**src/rtl/board_rst_seq_if.sv**
```systemverilog
`default_nettype none
// =============================================================================
// Module   : board_rst_seq_if
// Brief    : Board-side reset sources and staged reset outputs of board_rst_seq.
// Revision : 1.0
// =============================================================================
interface board_rst_seq_if;
    logic       BOARD_RST_SW;
    logic       SL_RST_N;
    logic       SYS_CLK_STABLE;
    logic       SYS_RST_N;
    logic       DUT_RST_N;
    logic [1:0] RST_CAUSE;
    logic [7:0] RST_COUNT;
    logic       LOCK_TIMEOUT;

    modport master (
        output BOARD_RST_SW, SL_RST_N, SYS_CLK_STABLE,
        input  SYS_RST_N, DUT_RST_N, RST_CAUSE, RST_COUNT, LOCK_TIMEOUT
    );

    modport slave (
        input  BOARD_RST_SW, SL_RST_N, SYS_CLK_STABLE,
        output SYS_RST_N, DUT_RST_N, RST_CAUSE, RST_COUNT, LOCK_TIMEOUT
    );
endinterface
`default_nettype wire

```
**src/rtl/board_rst_seq.sv**
```systemverilog
`default_nettype none
// =============================================================================
// Module   : board_rst_seq
// Brief    : Synchronizes/debounces board reset sources and releases the DUT
//            resets in two stages; optional lock-loss timeout via
//            RST_SEQ_LOCK_TIMEOUT_EN.
// Revision : 1.0
// =============================================================================
module board_rst_seq #(
    parameter int unsigned P_DEBOUNCE_CYC     = 80000,
    parameter int unsigned P_LOCK_HOLD_CYC    = 1024,
    parameter int unsigned P_STAGE_GAP_CYC    = 16,
    parameter int unsigned P_LOCK_TIMEOUT_CYC = 8000000,
    parameter int unsigned P_CNT_WIDTH        = 24
) (
    input  wire logic      SYS_CLK,
    input  wire logic      SYS_RST,
    board_rst_seq_if.slave bus
);

    localparam logic [P_CNT_WIDTH-1:0] c_db_last   = P_CNT_WIDTH'(P_DEBOUNCE_CYC - 1);
    localparam logic [P_CNT_WIDTH-1:0] c_hold_last = P_CNT_WIDTH'(P_LOCK_HOLD_CYC - 1);
    localparam logic [P_CNT_WIDTH-1:0] c_gap_last  = P_CNT_WIDTH'(P_STAGE_GAP_CYC - 1);

    typedef enum logic [1:0] {
        S_RESET = 2'd0,
        S_HOLD  = 2'd1,
        S_REL1  = 2'd2,
        S_RUN   = 2'd3
    } state_t;

    logic r_sw_meta,   r_sw_sync;
    logic r_sl_meta,   r_sl_sync;
    logic r_lock_meta, r_lock_sync;

    logic                   r_sw_db;
    logic [P_CNT_WIDTH-1:0] r_db_cnt;

    state_t                 r_state;
    state_t                 w_state_nxt;
    logic [P_CNT_WIDTH-1:0] r_seq_cnt;
    logic                   r_sys_rst_n;
    logic                   r_dut_rst_n;
    logic [1:0]             r_cause;
    logic [7:0]             r_count;

    logic       w_req;
    logic [1:0] w_cause;

    // Synchronizers come out of reset in the "request active" state.
    always_ff @(posedge SYS_CLK) begin
        if (SYS_RST) begin
            r_sw_meta   <= 1'b1;
            r_sw_sync   <= 1'b1;
            r_sl_meta   <= 1'b0;
            r_sl_sync   <= 1'b0;
            r_lock_meta <= 1'b0;
            r_lock_sync <= 1'b0;
        end else begin
            r_sw_meta   <= bus.BOARD_RST_SW;
            r_sw_sync   <= r_sw_meta;
            r_sl_meta   <= bus.SL_RST_N;
            r_sl_sync   <= r_sl_meta;
            r_lock_meta <= bus.SYS_CLK_STABLE;
            r_lock_sync <= r_lock_meta;
        end
    end

    always_ff @(posedge SYS_CLK) begin
        if (SYS_RST) begin
            r_sw_db  <= 1'b1;
            r_db_cnt <= '0;
        end else if (r_sw_sync != r_sw_db) begin
            if (r_db_cnt >= c_db_last) begin
                r_sw_db  <= r_sw_sync;
                r_db_cnt <= '0;
            end else begin
                r_db_cnt <= r_db_cnt + 1'b1;
            end
        end else begin
            r_db_cnt <= '0;
        end
    end

    assign w_req = SYS_RST | r_sw_db | ~r_sl_sync | ~r_lock_sync;

    // Simultaneous sources: lock loss outranks switch, switch outranks FX3.
    always_comb begin
        if (!r_lock_sync) begin
            w_cause = 2'd1;
        end else if (r_sw_db) begin
            w_cause = 2'd2;
        end else begin
            w_cause = 2'd3;
        end
    end

    always_comb begin
        w_state_nxt = r_state;
        if (w_req) begin
            w_state_nxt = S_RESET;
        end else begin
            case (r_state)
                S_RESET: w_state_nxt = S_HOLD;
                S_HOLD:  if (r_seq_cnt >= c_hold_last) w_state_nxt = S_REL1;
                S_REL1:  if (r_seq_cnt >= c_gap_last)  w_state_nxt = S_RUN;
                S_RUN:   w_state_nxt = S_RUN;
                default: w_state_nxt = S_RESET;
            endcase
        end
    end

    always_ff @(posedge SYS_CLK) begin
        if (SYS_RST) begin
            r_state     <= S_RESET;
            r_seq_cnt   <= '0;
            r_sys_rst_n <= 1'b0;
            r_dut_rst_n <= 1'b0;
            r_cause     <= 2'd0;
            r_count     <= 8'd0;
        end else begin
            r_state <= w_state_nxt;

            // Any state change restarts the stage timer, so an aborted hold earns no credit.
            if ((w_state_nxt != r_state) || (r_state == S_RESET)) begin
                r_seq_cnt <= '0;
            end else if ((r_state == S_HOLD) || (r_state == S_REL1)) begin
                r_seq_cnt <= r_seq_cnt + 1'b1;
            end

            r_sys_rst_n <= (w_state_nxt == S_REL1) || (w_state_nxt == S_RUN);
            r_dut_rst_n <= (w_state_nxt == S_RUN);

            if (w_req && (r_state != S_RESET)) begin
                r_cause <= w_cause;
            end

            if (w_req && (r_state == S_RUN) && (r_count != 8'hFF)) begin
                r_count <= r_count + 8'd1;
            end
        end
    end

    assign bus.SYS_RST_N = r_sys_rst_n;
    assign bus.DUT_RST_N = r_dut_rst_n;
    assign bus.RST_CAUSE = r_cause;
    assign bus.RST_COUNT = r_count;

`ifdef RST_SEQ_LOCK_TIMEOUT_EN
    localparam logic [P_CNT_WIDTH-1:0] c_lto_max  = P_CNT_WIDTH'(P_LOCK_TIMEOUT_CYC);
    localparam logic [P_CNT_WIDTH-1:0] c_lto_last = P_CNT_WIDTH'(P_LOCK_TIMEOUT_CYC - 1);

    logic [P_CNT_WIDTH-1:0] r_lto_cnt;
    logic                   r_lock_timeout;

    always_ff @(posedge SYS_CLK) begin
        if (SYS_RST || r_lock_sync) begin
            r_lto_cnt      <= '0;
            r_lock_timeout <= 1'b0;
        end else begin
            if (r_lto_cnt != c_lto_max) begin
                r_lto_cnt <= r_lto_cnt + 1'b1;
            end
            if (r_lto_cnt >= c_lto_last) begin
                r_lock_timeout <= 1'b1;
            end
        end
    end

    assign bus.LOCK_TIMEOUT = r_lock_timeout;
`else
    // Timeout logic absent; the parameter only keeps the output constant-folded to zero.
    assign bus.LOCK_TIMEOUT = 1'b0 & (P_LOCK_TIMEOUT_CYC == 0);
`endif

endmodule
`default_nettype wire

```
**src/flat_wrapper.sv**
```systemverilog
// flat-port wrapper written by rule: the top's interface ports become plain ports
module board_rst_seq_flat 
#(
    parameter int unsigned P_DEBOUNCE_CYC     = 80000,
    parameter int unsigned P_LOCK_HOLD_CYC    = 1024,
    parameter int unsigned P_STAGE_GAP_CYC    = 16,
    parameter int unsigned P_LOCK_TIMEOUT_CYC = 8000000,
    parameter int unsigned P_CNT_WIDTH        = 24
)
  (SYS_CLK, SYS_RST, bus_BOARD_RST_SW, bus_SL_RST_N, bus_SYS_CLK_STABLE, bus_SYS_RST_N, bus_DUT_RST_N, bus_RST_CAUSE, bus_RST_COUNT, bus_LOCK_TIMEOUT);
  board_rst_seq_if bus_i ();
  input  wire logic SYS_CLK;
  input  wire logic SYS_RST;
  input wire logic [$bits(bus_i.BOARD_RST_SW)-1:0] bus_BOARD_RST_SW;
  input wire logic [$bits(bus_i.SL_RST_N)-1:0] bus_SL_RST_N;
  input wire logic [$bits(bus_i.SYS_CLK_STABLE)-1:0] bus_SYS_CLK_STABLE;
  output wire logic [$bits(bus_i.SYS_RST_N)-1:0] bus_SYS_RST_N;
  output wire logic [$bits(bus_i.DUT_RST_N)-1:0] bus_DUT_RST_N;
  output wire logic [$bits(bus_i.RST_CAUSE)-1:0] bus_RST_CAUSE;
  output wire logic [$bits(bus_i.RST_COUNT)-1:0] bus_RST_COUNT;
  output wire logic [$bits(bus_i.LOCK_TIMEOUT)-1:0] bus_LOCK_TIMEOUT;
  assign bus_i.BOARD_RST_SW = bus_BOARD_RST_SW;
  assign bus_i.SL_RST_N = bus_SL_RST_N;
  assign bus_i.SYS_CLK_STABLE = bus_SYS_CLK_STABLE;
  assign bus_SYS_RST_N = bus_i.SYS_RST_N;
  assign bus_DUT_RST_N = bus_i.DUT_RST_N;
  assign bus_RST_CAUSE = bus_i.RST_CAUSE;
  assign bus_RST_COUNT = bus_i.RST_COUNT;
  assign bus_LOCK_TIMEOUT = bus_i.LOCK_TIMEOUT;
  board_rst_seq #(.P_DEBOUNCE_CYC(P_DEBOUNCE_CYC), .P_LOCK_HOLD_CYC(P_LOCK_HOLD_CYC), .P_STAGE_GAP_CYC(P_STAGE_GAP_CYC), .P_LOCK_TIMEOUT_CYC(P_LOCK_TIMEOUT_CYC), .P_CNT_WIDTH(P_CNT_WIDTH)) u_core (.SYS_CLK(SYS_CLK), .SYS_RST(SYS_RST), .bus(bus_i));
endmodule
```
**config.mk**
```make
export PLATFORM = sky130hd
export DESIGN_NAME = board_rst_seq_flat
export DESIGN_NICKNAME = d
export VERILOG_FILES = /design/src/rtl/board_rst_seq_if.sv /design/src/rtl/board_rst_seq.sv /design/src/flat_wrapper.sv
export SDC_FILE = /design/constraint.sdc
export NUM_CORES = 1
export LEC_CHECK = 0
export ABC_AREA = 1
export CAP_MARGIN = 20
export CORE_MARGIN = 5
export CORE_UTILIZATION = 38
export DETAILED_ROUTE_END_ITERATION = 8
export PLACE_DENSITY = 0.54
export SLEW_MARGIN = 30
export SYNTH_ARGS = -nofsm -noshare
export SYNTH_HDL_FRONTEND = slang
export SYNTH_SLANG_ARGS = --single-unit
```
**constraint.sdc**
```tcl
create_clock -name SYS_CLK -period 2.75 [get_ports SYS_CLK]
set_input_delay 0.6875 -clock SYS_CLK [delete_from_list [all_inputs] [get_ports SYS_CLK]]
set_output_delay 0.6875 -clock SYS_CLK [all_outputs]
set_load 0.05 [all_outputs]
```
Word-level counts from Yosys, hierarchy flattened
Cells that the tools add are included.
{"block": "totals", "word_cells": 51, "in_bits": 5, "out_inout_bits": 13, "reg_bits": 69}
{"block": "op_classes", "n_eq_ne": 8, "muxes": 6, "n_reduce_logical": 11, "n_lt_le_gt_ge": 3, "n_addsub": 3, "n_bitwise": 6}
{"operator": "$add 24x1->24 const B", "count": 2}
{"operator": "$ge 24x10->1 const B", "count": 1}
{"operator": "$ge 24x17->1 const B", "count": 1}
{"operator": "$ge 24x4->1 const B", "count": 1}
{"operator": "$add 8x1->8 const B", "count": 1}
{"operator": "$eq 2x2->1 const B", "count": 4}
{"operator": "$mux 2", "count": 4}
{"operator": "$ne 8x8->1 const B", "count": 1}
{"operator": "$pmux 2 s4", "count": 1}
{"operator": "$logic_and 1x1->1", "count": 3}
{"operator": "$logic_or 1x1->1", "count": 3}
{"operator": "$not 1->1", "count": 3}
{"operator": "$or 1x1->1", "count": 3}
{"operator": "$reduce_or 3->1", "count": 1}
{"operator": "$eq 2x1->1 const B", "count": 1}
{"operator": "$logic_not 2->1", "count": 1}
{"operator": "$ne 2x2->1", "count": 1}
{"operator": "$reduce_and 2->1", "count": 1}
{"operator": "$reduce_bool 2->1", "count": 1}
{"operator": "$reduce_or 2->1", "count": 1}
{"operator": "$mux 1", "count": 1}
{"operator": "$ne 1x1->1", "count": 1}

Logic depth before layout (Yosys ltp)
{"block": "logic_depth", "depth_word": 7, "depth_mapped": 13}

Least setup slack after synthesis
No wires, ideal clock.
{"block": "synth_path", "path_type": "register to register", "startpoint": "register u_core.r_count[1], in the netlist u_core.bus.RST_COUNT[1]", "endpoint": "register u_core.r_count[2], in the netlist u_core.bus.RST_COUNT[2]", "path_buffers": 1, "setup_slack_ns": 0.803, "period_less_slack_ns": 1.947, "arrival_time_ns": 1.831, "path_stages_with_launch": 9, "cell_sequence": "dfxtp_1 ha_1 inv_1 nor4_1 nand3_1 nand3_1 buf_2 o21ai_0 and3_1"}
{"block": "synth_between", "elab_chain_cells": 2}
{"item": "start, declared", "line": "board_rst_seq.sv:45", "rtl": "logic [7:0] r_count;"}
{"item": "start signal, assigned", "line": "board_rst_seq.sv:139", "rtl": "r_count <= r_count + 8'd1;"}
{"item": "branches (longest 2 deep; another with $add 8x1->8)"}
Several ways; the timed one is not identified.
A chain may end at the register's enable or synchronous reset.

Worst setup path after layout
{"block": "layout_path", "startpoint": "register u_core.r_count[2], in the netlist u_core.bus.RST_COUNT[2]", "endpoint": "output port bus_RST_COUNT[2]"}
{"item": "end, declared", "line": "flat_wrapper.sv:20", "rtl": "output wire logic [$bits(bus_i.RST_COUNT)-1:0] bus_RST_COUNT;"}
No word-level cell between the ends.

==> out/results.md <==
Critical path
* 11 — R2R depth
* 2.06 ns — data required time at the worst endpoint
* u_core.r_seq_cnt[19]$_SDFFE_PP0P_ — worst reg2reg path endpoint
* flop to output port — critical path class
* 0.84 ns — CP max stage delay
* buffers and inverters — CP top delay family
* 1.61 ns — Critical Path AT
* output port — crit end category
* 0.58 ns — worst reg2reg setup slack
* 1 — critical path buffer and inverter count
* clkdlybuf4s50_1 — worst path cell trace
* clkdlybuf4s50_1 — standard cell with the maximum stage delay on the critical path
* flop — crit start category
* 6 — worst-path maximum fanout
* u_core.r_state[0]$_SDFF_PP0_ — startpoint of the lowest-slack register-to-register path

CTS
* 0.35 ns — source-to-sink clock delay at the later pin of the worst-skew pair
* 0 — buffers inserted by post-CTS timing repair
* 0.08 ns — CTS clock-pin slew for the worst setup and hold paths
* 0 — number of buffers added to fix hold violations after cts
* clkbuf_8 — library cell used as clock root buffer
* 2 — clock buffer depth
* 0 — PostCTS Resize Cnt
* 9 — Num CTS Buffers
* 3 — deepest level of the CTS H-tree
* 69 — clk sinks
* yes — TritonCTS clock tree

STA
* 0.01824 ns — Worst Skew
* 0 — total count of max-transition violations in the final report
* false — setup repair after global routing missed its margin
* 53.37% — Worst slew margin
* 2.298 ns — post-layout minimum cycle time
* 0.6970 ns — actual transition at the worst max-transition pin
* 0 — Hold Violations, Final
* 0 — total of endpoints with negative setup slack in the final report
* 0.4352 GHz — Fmax
* 83.55% — Tcrit/Tclk final
* 0 ns — final-layout setup total negative slack

Drt
* 0 — Post-DRT Antenna Nets
* 11.03 um — average detailed-routed wire length per instance
* 0 — DRC violations left
* 75 — number of DRC markers in iteration 0
* 4.527 — ratio of routed vias to standard cells
* 6045 um — detailed-route wire length
* 2,481 — vias after detailed routing
* 4 — DRT Pass-1 Iters

Worst hold path
* 2 — cell count of the worst hold path
* u_core.r_sl_meta$_SDFF_PP0_ — HP Start
* u_core.r_sl_sync$_SDFF_PP0_ — Worst Hold End
* flop to flop — worst hold path type

Floorplan
* 103.3 um — overall die height
* 10,670 um2 — die outline area
* 34 — FP Rows
* 18 — Top-Level Pins
* 8593 um2 — floorplan core area
* 103.3 um — horizontal die dimension
* 38.50% — starting density of the core

Global route
* met2 — routing layer with the top usage in global route
* 25 — pin count of the biggest net entering global routing
* 2,376 — vias in the first global route
* 12.69% — aggregate global-route resource usage
* 4.695% — met3 Use GR
* 0 — grt total ovfl
* 10,710 um — first-pass GRT wire length
* 0 — antenna violations before repair
* 16.98% — met1 track utilization from global routing
* 19.24% — met2 track demand over resource in global routing

Logic synthesis
* 69 — post-synthesis sequential element count
* dfxtp_1 — library cell with the largest summed area after synthesis
* 41.75% — share of Yosys cell area claimed by the top area cell type
* 0 — Yosys warning count
* 8.128 um2 — average footprint of a synthesized cell
* 407 — Mapped Cells
* 3308 um2 — post-synthesis instance area
* 41.75% — register area share after synthesis
* dfxtp_1, nor3_2, nand2_1, xor2_1, inv_1 — leading cell types by total area after synthesis
* 33 — number of unique standard cell types used by synthesis

Layout
* 1684 um2 — total area of multi-input combinational cells
* dfxtp_1 — most common library cell in the layout ignoring fill and taps
* dfxtp_1, nand2_1, inv_1 — highest-count cells in the layout ignoring fill and taps
* 448 — number of nets in the layout
* 0 — number of inserted diodes
* 16.14% — proportion of layout cells with a drive suffix above 1
* 3766 um2 — final design instance area without fill
* 1381 um2 — Sequential Area
* 882 — layout filler cell count
* 13.84% — Syn-to-layout area delta

Run status
* finished clean — result of the run

Power
* 43.2% — clock network power share
* 483.2 nW/um2 — power per cell area
* 25.01% — switching fraction of total power
* 55.6% — Seq pwr share
* 0.4550 mW — switching pwr
* 1.2% — combinational power share
* 1.365 mW — Internal
* 1.378 nW — static leakage power
* 0.3361 mV — maximum vdd ir drop
* 1.820 mW — final total power

Placement
* 16 — quantity of I/O buffers inserted on ports
* 4198 um — post-detailed-placement half-perimeter wirelength
* 0.7607 — placer congestion estimate
* 3578 um2 — placed cell areas

Run
* 0 — max-cap viol count

==> synthesized netlist by cell type <==
cell,number
nand3_1,22
clkbuf_1,1
conb_1,1
nand2_1,61
nor2_2,7
xnor2_1,9
mux2i_1,1
nand3_4,1
nand4_1,6
buf_6,4
nand2_4,1
dfxtp_1,69
inv_2,3
nor2_4,2
nand3_2,4
or2_2,5
nand2_2,5
nor4_1,6
nor3_1,13
and3_1,1
or3_1,1
ha_1,8
o21ai_0,9
a31oi_1,2
nor3b_1,1
xor2_1,25
buf_2,2
nor2_1,49
nor4_2,1
a21oi_1,11
nor3_2,24
inv_1,51
buf_4,1
==> worst max path at each step <==
stage / from / to / cells after the start
floorplan: u_core.bus.RST_COUNT[1]$_SDFFE_PP0P_ / u_core.bus.RST_COUNT[2]$_SDFFE_PP0P_ / 8
finish: u_core.bus.RST_COUNT[2]$_SDFFE_PP0P_ / bus_RST_COUNT[2] / 1
CTS: u_core.bus.RST_COUNT[2]$_SDFFE_PP0P_ / bus_RST_COUNT[2] / 1
detailed placement: SYS_RST / u_core.r_seq_cnt[11]$_SDFFE_PP0P_ / 8
global route: SYS_RST / u_core.r_seq_cnt[13]$_SDFFE_PP0P_ / 8
global placement: SYS_RST / u_core.r_seq_cnt[12]$_SDFFE_PP0P_ / 8
==> layout make-up <==
cell class	count	area share, %
multi-input combinational	283	44.72
tap	108	3.588
clock buffer	9	3.289
clock inverter	7	1.694
inverter	54	5.382
timing repair buffer	18	4.651
sequential	69	36.68
==> power by group through the flow <==
stage               sequential [mW]  combinational [mW]  clock [mW]
floorplan                      1.03              0.0135           0
global placement               1.03              0.0215           0
detailed placement             1.04              0.0217           0
CTS                            1.01              0.0216       0.828
global route                   1.01              0.0248       0.881
finish                         1.01              0.0215       0.787
==> cell families after synthesis <==
logic type	share of synthesized area, %
AO/OA/AOI/OAI	3.404
XOR/XNOR	9.002
adder cells (fa/ha/maj)	3.026
buffers and inverters	8.131
flip-flops	41.75
multiplexers	0.3026
other	0.1134
AND/OR/NAND/NOR	34.27
==> sequential cells by signal (all words and copies together), names as in the netlist <==
| name | cells |
|---|---|
| u_core.r_sw_meta | 1 |
| u_core.r_seq_cnt | 24 |
| u_core.r_sw_db | 1 |
| u_core.r_sl_meta | 1 |
| u_core.r_sw_sync | 1 |
| u_core.r_lock_meta | 1 |
| u_core.bus.RST_CAUSE | 2 |
| u_core.bus.RST_COUNT | 8 |
| u_core.r_lock_sync | 1 |
| u_core.r_state | 2 |
| u_core.bus.DUT_RST_N | 1 |
| u_core.r_sl_sync | 1 |
| u_core.r_db_cnt | 24 |
| u_core.bus.SYS_RST_N | 1 |
==> metrics by stage <==
stage / std cells / util (%) / hold WS, ns / worst slack (ns)
3_3_place_gp: 532 / 41.64 / 0.3916 / 0.2190
3_5_place_dp: 532 / 41.64 / 0.3957 / 0.1485
5_1_grt: 548 / 43.83 / 0.4390 / 0.3270
6_report: 548 / 43.83 / 0.4102 / 0.4523
2_1_floorplan: 414 / - / 0.3883 / 0.8032
4_1_cts: 548 / 43.83 / 0.4096 / 0.4182
==> layer usage <==
metal | vias up | part of all wire (%)
met5 | - | 0
met4 | 0 | 1.1
met3 | 5 | 3.5
met2 | 35 | 43
met1 | 1095 | 52
li1 | 1346 | -
(Power assumes the default switching activity.)
